<file path="config.mk">
export PLATFORM = sky130hd
export DESIGN_NAME = microcode_sequencer
export DESIGN_NICKNAME = d
export VERILOG_FILES = /design/src/rtl/microcode_sequencer.sv
export SDC_FILE = /design/constraint.sdc
export NUM_CORES = 1
export LEC_CHECK = 0
export ABC_AREA = 0
export CELL_PAD_IN_SITES_DETAIL_PLACEMENT = 0
export CELL_PAD_IN_SITES_GLOBAL_PLACEMENT = 1
export CORE_MARGIN = 4
export CORE_UTILIZATION = 28
export DETAILED_ROUTE_END_ITERATION = 8
export PLACE_DENSITY = 0.78
export SLEW_MARGIN = 5
export SYNTH_ARGS = -nofsm -noshare
export SYNTH_HDL_FRONTEND = slang
export SYNTH_SLANG_ARGS = --single-unit
</file>
<file path="constraint.sdc">
create_clock -name clk -period 1.7 [get_ports clk]
set_input_delay 0.34 -clock clk [delete_from_list [all_inputs] [get_ports clk]]
set_output_delay 0.34 -clock clk [all_outputs]
set_load 0.1 [all_outputs]
</file>
<file path="src/rtl/microcode_sequencer.sv">
// ---------------------------------------------------------------------------
// microcode_sequencer
//
// Purpose:
//   Owns the micro-program counter (upc) of a microprogrammed control unit.
//   Every cycle it picks the next micro-address from one of three sources:
//   the sequential next-address field of the current microinstruction, an
//   opcode dispatch through the instruction register, or the JMPNZ
//   not-taken redirect. It also holds the instruction register opcode and
//   the Z flag, and adds stall, halt and an illegal-opcode trap.
//
// Optional feature:
//   SEQ_PERF_CNT_EN - when defined, adds two saturating 16-bit performance
//   counters (committed dispatches, stalled cycles) and their output ports.
//
// Ports:
//   clk           in   1   rising-edge clock
//   reset_n       in   1   asynchronous active-low reset
//   stall         in   1   freezes all state while high
//   upc           out  AW  current micro-address to the control store
//   u_na          in   AW  next-address field of the current microinstruction
//   u_br          in   1   1 = dispatch on opcode, 0 = take u_na
//   u_ir_ld       in   1   load IR from mem_opcode this cycle
//   u_z_ld        in   1   load Z from alu_zero this cycle
//   u_halt        in   1   halt microinstruction
//   mem_opcode    in   AW  opcode bits from the memory data bus
//   alu_zero      in   1   ALU zero result
//   ir_q          out  AW  registered opcode
//   z_q           out  1   registered Z flag
//   dispatch      out  1   one-cycle pulse after a dispatch commits
//   halted        out  1   sticky halt status
//   illegal       out  1   sticky illegal-opcode status
//   perf_dispatch out  16  committed dispatch count (SEQ_PERF_CNT_EN only)
//   perf_stall    out  16  stalled-edge count      (SEQ_PERF_CNT_EN only)
// ---------------------------------------------------------------------------
module microcode_sequencer #(
  parameter int            AW             = 5,
  parameter logic [AW-1:0] TRAP_ADDR      = AW'(31),
  parameter logic [AW-1:0] JMPNZ_OP       = AW'(10),
  parameter logic [AW-1:0] JMPNZ_NOTTAKEN = AW'(13)
) (
  input  logic          clk,
  input  logic          reset_n,
  input  logic          stall,
  output logic [AW-1:0] upc,
  input  logic [AW-1:0] u_na,
  input  logic          u_br,
  input  logic          u_ir_ld,
  input  logic          u_z_ld,
  input  logic          u_halt,
  input  logic [AW-1:0] mem_opcode,
  input  logic          alu_zero,
  output logic [AW-1:0] ir_q,
  output logic          z_q,
  output logic          dispatch,
  output logic          halted,
  output logic          illegal
`ifdef SEQ_PERF_CNT_EN
  ,
  output logic [15:0]   perf_dispatch,
  output logic [15:0]   perf_stall
`endif
);

  // Source of the next micro-address chosen for the coming edge.
  typedef enum logic [2:0] {
    SEL_HOLD,
    SEL_NA,
    SEL_TRAP,
    SEL_NOTTAKEN,
    SEL_IR
  } nextSel_e;

  nextSel_e      nextSel;
  logic          advance;
  logic          brCommit;
  logic [AW-1:0] upc_q, upc_d;
  logic [AW-1:0] ir_d;
  logic          z_d;
  logic          dispatch_q, dispatch_d;
  logic          halted_q, halted_d;
  logic          illegal_q, illegal_d;

  // Opcodes 0 and 1 alias the fetch micro-routine, so dispatching on them
  // would re-enter fetch mid-way; they are routed to the trap instead.
  // Halt and stall both freeze sequencing; stall is checked first so that
  // a halt issued during a stall only lands on the first unstalled edge.
  always_comb begin
    nextSel   = SEL_HOLD;
    halted_d  = halted_q;
    advance   = ~halted_q & ~stall;
    if (advance) begin
      if (u_halt) begin
        nextSel  = SEL_HOLD;
        halted_d = 1'b1;
      end else if (!u_br) begin
        nextSel = SEL_NA;
      end else if (ir_q == AW'(0) || ir_q == AW'(1)) begin
        nextSel = SEL_TRAP;
      end else if (ir_q == JMPNZ_OP && z_q) begin
        nextSel = SEL_NOTTAKEN;
      end else begin
        nextSel = SEL_IR;
      end
    end
  end

  // Turn the chosen source into the next register values. Dispatch always
  // reads the pre-edge ir_q/z_q, so a same-cycle IR or Z load only becomes
  // visible to the following microinstruction.
  always_comb begin
    upc_d      = upc_q;
    ir_d       = ir_q;
    z_d        = z_q;
    illegal_d  = illegal_q;
    brCommit   = 1'b0;
    case (nextSel)
      SEL_NA:       upc_d = u_na;
      SEL_TRAP: begin
        upc_d     = TRAP_ADDR;
        illegal_d = 1'b1;
        brCommit  = 1'b1;
      end
      SEL_NOTTAKEN: begin
        upc_d    = JMPNZ_NOTTAKEN;
        brCommit = 1'b1;
      end
      SEL_IR: begin
        upc_d    = ir_q;
        brCommit = 1'b1;
      end
      default:      upc_d = upc_q;
    endcase
    if (advance && u_ir_ld) begin
      ir_d = mem_opcode;
    end
    if (advance && u_z_ld) begin
      z_d = alu_zero;
    end
    dispatch_d = brCommit;
  end

  // Sequencer state registers. Reset is asynchronous and overrides stall
  // and halt; halted and illegal are sticky until the next reset.
  always_ff @(posedge clk or negedge reset_n) begin
    if (!reset_n) begin
      upc_q      <= '0;
      ir_q       <= '0;
      z_q        <= 1'b0;
      dispatch_q <= 1'b0;
      halted_q   <= 1'b0;
      illegal_q  <= 1'b0;
    end else begin
      upc_q      <= upc_d;
      ir_q       <= ir_d;
      z_q        <= z_d;
      dispatch_q <= dispatch_d;
      halted_q   <= halted_d;
      illegal_q  <= illegal_d;
    end
  end

  assign upc      = upc_q;
  assign dispatch = dispatch_q;
  assign halted   = halted_q;
  assign illegal  = illegal_q;

`ifdef SEQ_PERF_CNT_EN
  logic [15:0] perfDispatch_q;
  logic [15:0] perfStall_q;

  // Saturating event counters. A stalled edge is only counted while the
  // sequencer is still running, since a halted machine has nothing to wait on.
  always_ff @(posedge clk or negedge reset_n) begin
    if (!reset_n) begin
      perfDispatch_q <= '0;
      perfStall_q    <= '0;
    end else begin
      if (brCommit && perfDispatch_q != 16'hFFFF) begin
        perfDispatch_q <= perfDispatch_q + 16'd1;
      end
      if (stall && !halted_q && perfStall_q != 16'hFFFF) begin
        perfStall_q <= perfStall_q + 16'd1;
      end
    end
  end

  assign perf_dispatch = perfDispatch_q;
  assign perf_stall    = perfStall_q;
`else
  // Without the performance counters the sequencer carries no extra state.
`endif

endmodule

</file>
---- After elaboration in Yosys (flattened, before gate mapping) ----
Index checks and enable logic that the tools add are counted.
word-level totals
  memories kept ........................... 0
  bits in read-only memories .............. 0
  flip-flop bits (word level) ............. 14
  input port bits ......................... 18
  bits in writable memories ............... 0
  word-level logic and storage cells ...... 30
  latch bits .............................. 0
  output and inout port bits .............. 14
cells by class
  reductions and logical operators ........ 8
  $lt $le $gt $ge ......................... 0
  shift operators ......................... 0
  div/mod/pow operators ................... 0
  eq/ne operators ......................... 6
  multipliers ............................. 0
  muxes and demuxes ....................... 7
  bitwise operators ....................... 3
  $add $sub $neg .......................... 0
operators by type and width
  cell                                                  number
  case mux 5 bit (4 select lines)                       1
  2-to-1 mux 3 bit                                      5
  equality test 3 x 2 -> 1 bit (second input constant)  2
  equality test 5 x 1 -> 1 bit (second input constant)  1
  equality test 5 x 4 -> 1 bit (second input constant)  1
  zero test 5 bit                                       1
  nonzero test 4 bit                                    1
  equality test 3 x 1 -> 1 bit (second input constant)  1
  equality test 3 bit (second input constant)           1
  logical AND 1 bit                                     3
  OR reduction 3 bit                                    1
  NOT 1 bit                                             2
  AND reduction 2 bit                                   1
  AND 1 bit                                             1
  logical OR 1 bit                                      1
  2-to-1 mux 1 bit                                      1

---- Logic depth before layout (Yosys ltp) ----
Gate-level depths: netlist (run 1).
  depth in word-level cells ............... 10
  depth in mapped cells ................... 4

---- Worst setup path after synthesis (run 1) ----
No wires, ideal clock.
  path kind ............................... flip-flop to flip-flop
  start ................................... register halted_q, in the netlist halted
  end ..................................... register ir_q[4]
  stages on the path, launching flop included .. 5
  setup slack ............................. -0.084 ns
  data required time ...................... 1.574 ns
  arrival time ............................ 1.658 ns
  period minus slack after synthesis ...... 1.784 ns
  setup time .............................. 0.126 ns
  path buffers ............................ 1
  cells stage by stage .................... dfrtp_1 > nor2_1 > and2_1 > clkbuf_1 > mux2_2
between the ends
  longest elaborated chain between the ends .. 3
ends and longest elaborated chain
  element                   RTL line  source
  start: declaration        81        logic halted_q, halted_d;
  start signal: assignment  158       halted_q <= halted_d;
  NOT 1 bit                 91        advance = ~halted_q & ~stall;
  AND 1 bit                 91
  logical AND 1 bit         134       if (advance && u_ir_ld) begin
  end signal: assignment    155       ir_q <= ir_d;
  end: declaration          53        output logic [AW-1:0] ir_q,
No other way between the ends.
A chain may end at the register's enable or synchronous reset.

---- Final worst setup path (run 1) ----
  start ................................... register ir_q[2]
  end ..................................... register upc_q[1], in the netlist upc[1]
between the ends
  longest elaborated chain between the ends .. 9
ends and longest elaborated chain
  element                                                                RTL line  source
  equality test 5 x 4 -> 1 bit                                           100       end else if (ir_q == JMPNZ_OP && z_q) begin
  logical AND 1 bit                                                      100
  2-to-1 mux 3 bit                                                       100
  2-to-1 mux 3 bit *                                                     98        end else if (ir_q == AW'(0) || ir_q == AW'(1)) begin
  2-to-1 mux 3 bit *                                                     96        end else if (!u_br) begin
  2-to-1 mux 3 bit *                                                     93        if (u_halt) begin
  2-to-1 mux 3 bit *                                                     92        if (advance) begin
  equality test 3 bit, or another cell as far along                      117       case (nextSel)
  case mux 5 bit (4 select lines) or nonzero test 4 bit (tied branches)  -
  end signal: assignment                                                 154       upc_q <= upc_d;
  end: declaration                                                       77        logic [AW-1:0] upc_q, upc_d;
Mark *: on every way between the ends. The rest lies on a longest branch, timed or not.

==> impl.org, run 1 <==
** Outcome
- Run status :: completed

** Logic synthesis
- Post-synthesis instance total :: 59
- Count of state elements after synthesis :: 14
- After synthesis, flip-flops and latches occupy 53.85% of the total area.
- Average instance area after synthesis :: 11.03 µm²
- In this run, distinct cell masters in the synthesized netlist total 21.
- Yosys synthesis warning count :: 0
- Summing every instance area after synthesis gives 650.6 µm².
- Net count after synthesis :: 77

** STA
- Measured against its own limit, the worst slew margin works out to 83.03%.
- Final Hold Vio Count :: 0
- Fraction of the cycle the final worst path needs :: 80.89%
- The smallest clock period supported by the final layout is computed as 1375 ps.
- Setup repair after global routing left no endpoint under its margin.
- Max-slew violation total from the final report :: 0
- Sum Neg Setup Slack :: 0 ps
- At the pin with the least slew margin, the transition time is 254.6 ps.
- Setup violations remaining at the end of the flow were counted as 0.
- Max Freq :: slightly above 700 MHz
- Largest clock skew in the final design :: between 7 and 8 ps

** Setup path
- Required time at the worst-slack endpoint :: ~1900 ps
- The worst setup path is launched from a register.
- CP arrival :: between 1500 and 2000 ps
- Setup slack, reg-to-reg :: 320 ps
- The critical path is of the reg2reg type.
- Of all nets on the critical path, the largest fanout is 7.
- STA classifies the critical path endpoint as a register.

** Placement
- Number of cells in the design after placement :: approximately 120
- In this run the tool buffered the top-level ports with 31 buffer cells.
- The HPWL after detailed placement is approximately 1200 µm.
- Routability cong. :: 0.7149

** Final layout
- Counting the fill cells in the layout gives about 230.
- The library cells used most frequently in the layout, excluding fill and tap cells, are 17 x clkdlybuf4s50_1, 14 x buf_12, 10 x dfrtp_1.
- The area growth from synthesis to layout is 81.54%.
- Share of layout cells above drive strength 1 :: 36.17%
- The library cell used most frequently in the layout, excluding fill and tap cells, is clkdlybuf4s50_1.
- The net count of the finished layout is between 100 and 150.
- Final Instance Count excl. Fillers :: around 120
- Core utilization of the finished layout :: 53.39%
- The number of antenna diodes in the final layout is 0.

** Floorplanning
- From left edge to right edge, the die measures 56.21 µm.
- Std-Cell Rows :: 17
- Die Footprint :: 3159 µm²
- DIE HEIGHT :: 56.21 µm
- Count of boundary I/O pins :: 32
- Standard cell core area :: 2212 µm²
- The initial utilization of the core area, before any placement, comes to 29.41%.

** Clock tree
- Clock buffer depth :: 2
- For the worst-skew pair, the clock arrives at the later sink with an insertion delay of between 200 and 300 ps.
- After clock tree synthesis, the setup repair step added 0 buffers.
- CTS HTree Levels :: 1
- For this design, the sink count on the clock tree is 14.
- Gates resized during post-CTS repair numbered 0.
- Clock tree from TritonCTS :: built
- Clock tree synthesis inserted a total of 3 buffers.
- Clock transition at the registers of the reported paths :: 90 ps
- In this run, post-CTS hold repair placed 0 buffers.
- Root buf cell :: clkbuf_4

** Global route
- Global-route wire length before repair :: 2635 µm
- The via count of the first global-routing pass came to 542.
- Number of antenna violations at the first check in global routing :: 0
- Pin count of the biggest net entering global routing :: 15
- Global route total overflow :: 0
- Global routing used 10.54% of the available tracks.

** Power and ir drop
- Pleak :: 0.0005058 µW
- Peak supply drop :: 0.0007541 V
- Dividing total power by cell area gives a power density of between 1000 and 1500 nW/µm².

** Hold path
- In this run the worst hold path is classified as in2async.

** Routing
- After detailed routing, the average wire length per cell comes to 12.52 µm.
- DRT Wirelength :: 1528 µm
- Total number of vias :: ~550
- Number of detailed-routing iterations run before antenna repair :: 2
- After the first detailed-routing iteration, the DRC count stood at 3.
- After detailed routing, the number of remaining DRC violations is 0.
- Vias per std cell :: about 4.5
- The detail route stage leaves a number of antenna-violating nets equal to 0.

** Run
- Max-cap violations :: 0
==> final cells by class <==
cell class                 instances  area [µm²]  share of cell area (%)
clock buffer                       4       36.28                   3.072
inverter                           7       26.28                   2.225
multi-input combinational         35       255.2                   21.61
sequential                        14       355.3                   30.08
tap                               28       35.03                   2.966
timing repair buffer              34       473.0                   40.04
==> report_power, final <==
part / internal, µW / switching [µW]
Sequential: 392 / 87.2
Clock: 130 / 111
Combinational: 309 / 504
Total: 831 / 702
==> path summary, 6_finish.rpt <==
check	start	end	cells after the start
worst max-delay path	ir_q[2]$_DFFE_PN0P_	upc[1]$_DFFE_PN0P_	3
worst min-delay path	reset_n	ir_q[1]$_DFFE_PN0P_	2
worst max register to register	ir_q[2]$_DFFE_PN0P_	upc[1]$_DFFE_PN0P_	3
worst min register to register	halted$_DFFE_PN0P_	halted$_DFFE_PN0P_	1
max in group asynchronous	reset_n	halted$_DFFE_PN0P_	2
min in group clk	halted$_DFFE_PN0P_	halted$_DFFE_PN0P_	1
==> state kept, by name, summed over array words and instances, names as in the netlist <==
signal,count
upc,5
illegal,1
dispatch,1
halted,1
z_q,1
ir_q,5
==> layer usage <==
metal	vias up	wire, µm	global-route usage (%)
met5	-	0	0
met1	253	658	13.86
met3	0	164	5.336
met4	0	0	4.068
met2	22	705	14.52
li1	277	-	-
==> cell usage after synthesis <==
cell type / n / area share [%]
o21ai_0: 4 / 3.1
mux2i_1: 2 / 3.1
dfrtp_1: 14 / 54
mux2_2: 6 / 10
nand2_1: 1 / 0.58
and4b_1: 1 / 1.5
or2_2: 2 / 1.9
nor2_1: 3 / 1.7
and2_1: 2 / 1.9
o31ai_1: 1 / 1.2
clkbuf_1: 1 / 0.58
a211oi_1: 1 / 1.2
a41oi_1: 2 / 2.7
nor3_1: 3 / 2.3
or4b_1: 1 / 1.5
inv_1: 7 / 4.0
buf_4: 2 / 2.3
a21o_1: 1 / 1.2
a31o_2: 1 / 1.3
o22ai_1: 3 / 2.9
a21oi_1: 1 / 0.77
==> critical path, stage by stage (launching register included) <==
cell and delay [ps]:
dfrtp_2 480, or4b_1 540, a21oi_1 160, o22ai_1 90
==> cells by family (layout without fill, tap and decap cells) <==
kind of cell	after synthesis	after routing	synth area share, %
multiplexers	8	8	13.46
AO/OA/AOI/OAI	14	14	14.23
AND/OR/NAND/NOR	13	13	11.54
buffers and inverters	10	45	6.923
flip-flops	14	14	53.85
==> through the flow <==
| stage | hold WS [ps] | cell area [µm²] | power, µW | setup slack, ps |
|---|---|---|---|---|
| 3_3_place_gp | 514.6 | 1145 | 1300 | 70.91 |
| 2_1_floorplan | 44.41 | 655.6 | 952.2 | 7.383 |
| 6_report | 355.0 | 1181 | 1533 | 324.8 |
| 3_5_place_dp | 523.2 | 1145 | 1303 | 40.37 |
| 5_1_grt | 359.6 | 1181 | 1601 | 261.3 |
| 4_1_cts | 358.7 | 1181 | 1547 | 315.7 |
Note: power is estimated with default switching activity, not from simulation.
==> run 2: changes to the inputs <==
==> constraint.sdc (replaced) <==
create_clock -name clk -period 1.3 [get_ports clk]
set_input_delay 0.26 -clock clk [delete_from_list [all_inputs] [get_ports clk]]
set_output_delay 0.26 -clock clk [all_outputs]
set_load 0.1 [all_outputs]
==> impl.org, run 2 (synthesis results as in run 1) <==
** Final layout
- The signed area change from the synthesized netlist to the final layout is 104.6% (was 81.54%).
- Most frequent cells in the layout: 16 x clkdlybuf4s50_1, 14 x buf_12, 10 x buf_4 (was 17 x clkdlybuf4s50_1, 14 x buf_12, 10 x dfrtp_1).
- Final nets :: 124 (was 113)
- Commonest non-fill, non-tap cell in the layout :: clkdlybuf4s50_1 (unchanged)
- The post-layout utilization of the core came to 60.18% (was 53.39%).
- Final antenna diode count :: 0 (unchanged)
- Final Instance Count excl. Fillers :: 133 (was 122)
- # fillers :: 188 (was 225)
- The layout cell share with drive strength beyond 1 came to 51.43% (was 36.17%).

** Setup path
- The endpoint arrival time on the critical path is 1510 ps (was 1540 ps).
- Type of destination of the critical path :: register (unchanged)
- The maximum fanout count along the critical path is 2 (was 7).
- Start-to-end type of the worst setup path :: reg2reg (unchanged)
- The logic depth of the worst register-to-register path is 3 (unchanged).
- Critical Path Start Type :: register (unchanged)
- The data required time of the critical path was 1460 ps (was 1870 ps).

** Routing
- The post-route antenna net violation count came to 0 (unchanged).
- Total number of vias :: 611 (was 552)
- Number of detailed-routing iterations run before antenna repair :: 2 (unchanged)
- Wire per inst :: 13.14 µm (was 12.52 µm)
- The sum of routed wire length over all layers was 1747 µm (was 1528 µm).
- First DRT Iteration DRCs :: 3 (unchanged)
- Count of unresolved DRC violations after routing :: 0 (unchanged)
- Vias per std cell :: 4.594 (was 4.525)

** STA
- Final Hold Vio Count :: 0 (unchanged)
- The worst-case hold slack was 287.5 ps (was 355.0 ps).
- RSZ-0062 raised after global routing :: yes (was no)
- The max-slew headroom at the worst pin was 79.68% (was 83.03%).
- Count of endpoints failing setup in the final report :: 5 (was 0)
- Tightest Pin Transition :: 302.3 ps (was 254.6 ps)
- Max Freq :: 741.3 MHz (was 727.2 MHz)
- Fraction of the cycle the final worst path needs :: 103.8% (was 80.89%)
- Largest clock skew in the final design :: 0.3280 ps (was 7.106 ps)
- The clock period minus worst slack is 1349 ps (was 1375 ps).
- The final setup slack of the worst path is -48.91 ps (was 324.8 ps).
- The count of pins over their slew limit is 0 (unchanged).

** Floorplanning
- Die Footprint :: 3159 µm² (unchanged)
- Initial Util :: 29.41% (unchanged)
- The number of cell rows was 17 (unchanged).
- The I/O pin count came to 32 (unchanged).
- Standard cell core area :: 2212 µm² (unchanged)
- Die extent in x :: 56.21 µm (unchanged)
- DIE HEIGHT :: 56.21 µm (unchanged)

** Run
- Max-cap violations :: 0 (unchanged)

** Placement
- Routability cong. :: 0.7250 (was 0.7149)
- Number of cells in the design after placement :: 126 (was 118)
- The worst setup slack before clock tree synthesis was -313.1 ps (was 40.37 ps).
- Placed wire-length estimate :: 1305 µm (was 1187 µm)
- Port Buffers :: 31 (unchanged)

** Global route
- The wire length of the first global-routing pass was 2863 µm (was 2635 µm).
- GR Util All Layers :: 11.62% (was 10.54%)
- Global route total overflow :: 0 (unchanged)
- The via count of the first global-routing pass is 629 (was 542).
- The pin count of the biggest net entering global routing is 15 (unchanged).
- Number of antenna violations at the first check in global routing :: 0 (unchanged)

** Power and ir drop
- Pleak :: 0.0005843 µW (was 0.0005058 µW)
- The total power divided by cell area was 1594 nW/µm² (was 1298 nW/µm²).
- The total power draw came to 2122 µW (was 1533 µW).
- Peak supply drop :: 0.001284 V (was 0.0007541 V)

** Clock tree
- The root cell of the clock tree is clkbuf_4 (unchanged).
- The insertion delay of the later-clocked pin in the worst-skew pair came to 270 ps (was 280 ps).
- The clock sink count was 14 (unchanged).
- Clock buffer depth :: 2 (unchanged)
- The number of hold buffers added after CTS is 0 (unchanged).
- The H-tree depth reported by CTS came to 1 (unchanged).
- Clock transition at the registers of the reported paths :: 90 ps (about the same)
- The clock tree from TritonCTS is built (unchanged).
- Inserted Clock Buffers :: 3 (unchanged)

** Outcome
- Run status: complete, but fails checks (was completed).
- Violated checks :: negative setup slack

** Hold path
- Worst min-delay path category :: in2async (unchanged)
run 2: changes by cell type in the layout (fill, tap and decap cells not counted), sizes merged:
cell           previous run  this run
buf                      17        28
clkdlybuf4s50            17        16
dlymetal6s2s              0         1
run 2: area by class of cell:
cell class,count,area (µm²),share of cell area [%]
Tap cell,28,35.03,2.632
Sequential cell,14,374.1,28.10
Clock buffer,4,36.28,2.726
Timing Repair Buffer,45,573.1,43.05
Inverter,7,26.28,1.974
Multi-Input combinational cell,35,286.5,21.52
run 2: per-stage QoR:
stage,cell area [µm²],TNS (ps)
3_5_place_dp,1242,-3005
5_1_grt,1331,-290.0
3_3_place_gp,1242,-2830
4_1_cts,1325,-128.2
2_1_floorplan,703.2,-872.8
6_report,1331,-107.0
run 2: where the power goes:
part | internal (µW) | switching, µW | leakage (µW)
logic | 478 | 709 | 0.000401
clock network | 170 | 142 | 0.0000210
registers | 529 | 94.3 | 0.000163
run 2: path summary, 6_finish.rpt:
kind                       slack, ps             endpoint                 from
hold / removal                   290   halted$_DFFE_PN0P_              reset_n
setup reg to reg                 -50   upc[1]$_DFFE_PN0P_  ir_q[4]$_DFFE_PN0P_
max in group asynchronous        820  ir_q[3]$_DFFE_PN0P_              reset_n
min in group clk                 380      z_q$_DFFE_PN0P_                stall
hold reg to reg                  570  illegal$_DFFE_PN0P_  illegal$_DFFE_PN0P_
setup / recovery                 -50   upc[1]$_DFFE_PN0P_  ir_q[4]$_DFFE_PN0P_
run 2: what timing repair did:
| action | 4_1_cts | 5_1_grt |
|---|---|---|
| buffers inserted | 3 | 0 |
| endpoints found under the hold margin | 0 | 0 |
| setup endpoints to repair | 10 | 10 |
| pin swaps | 0 | 1 |
| gates resized for setup | 7 | 3 |
run 2: critical path, cell delays in order, from the launching register on:
cell and delay, ps:
dfrtp_4 490, or4b_4 530, a21oi_2 140, o22ai_1 70
run 2: per-layer routing:
metal  wire length (µm)  part of all wire, %  track usage, %
met1                701                   40           13.41
met5                  0                    0               0
met4                  8                 0.46           3.051
met3                149                  8.5           4.408
met2                887                   51           20.03
==> run 3: changes to the inputs <==
--- a/config.mk
+++ b/config.mk
@@ -6,10 +6,12 @@
 export NUM_CORES = 1
 export LEC_CHECK = 0
 export ABC_AREA = 0
+export CAP_MARGIN = 5
 export CELL_PAD_IN_SITES_DETAIL_PLACEMENT = 0
 export CELL_PAD_IN_SITES_GLOBAL_PLACEMENT = 1
 export CORE_MARGIN = 4
 export CORE_UTILIZATION = 28
+export CTS_CLUSTER_DIAMETER = 30
 export DETAILED_ROUTE_END_ITERATION = 8
 export PLACE_DENSITY = 0.78
 export SLEW_MARGIN = 5
==> results of run 3 <==
Same layout as run 2: the final DEF is identical, and so are final timing and power.
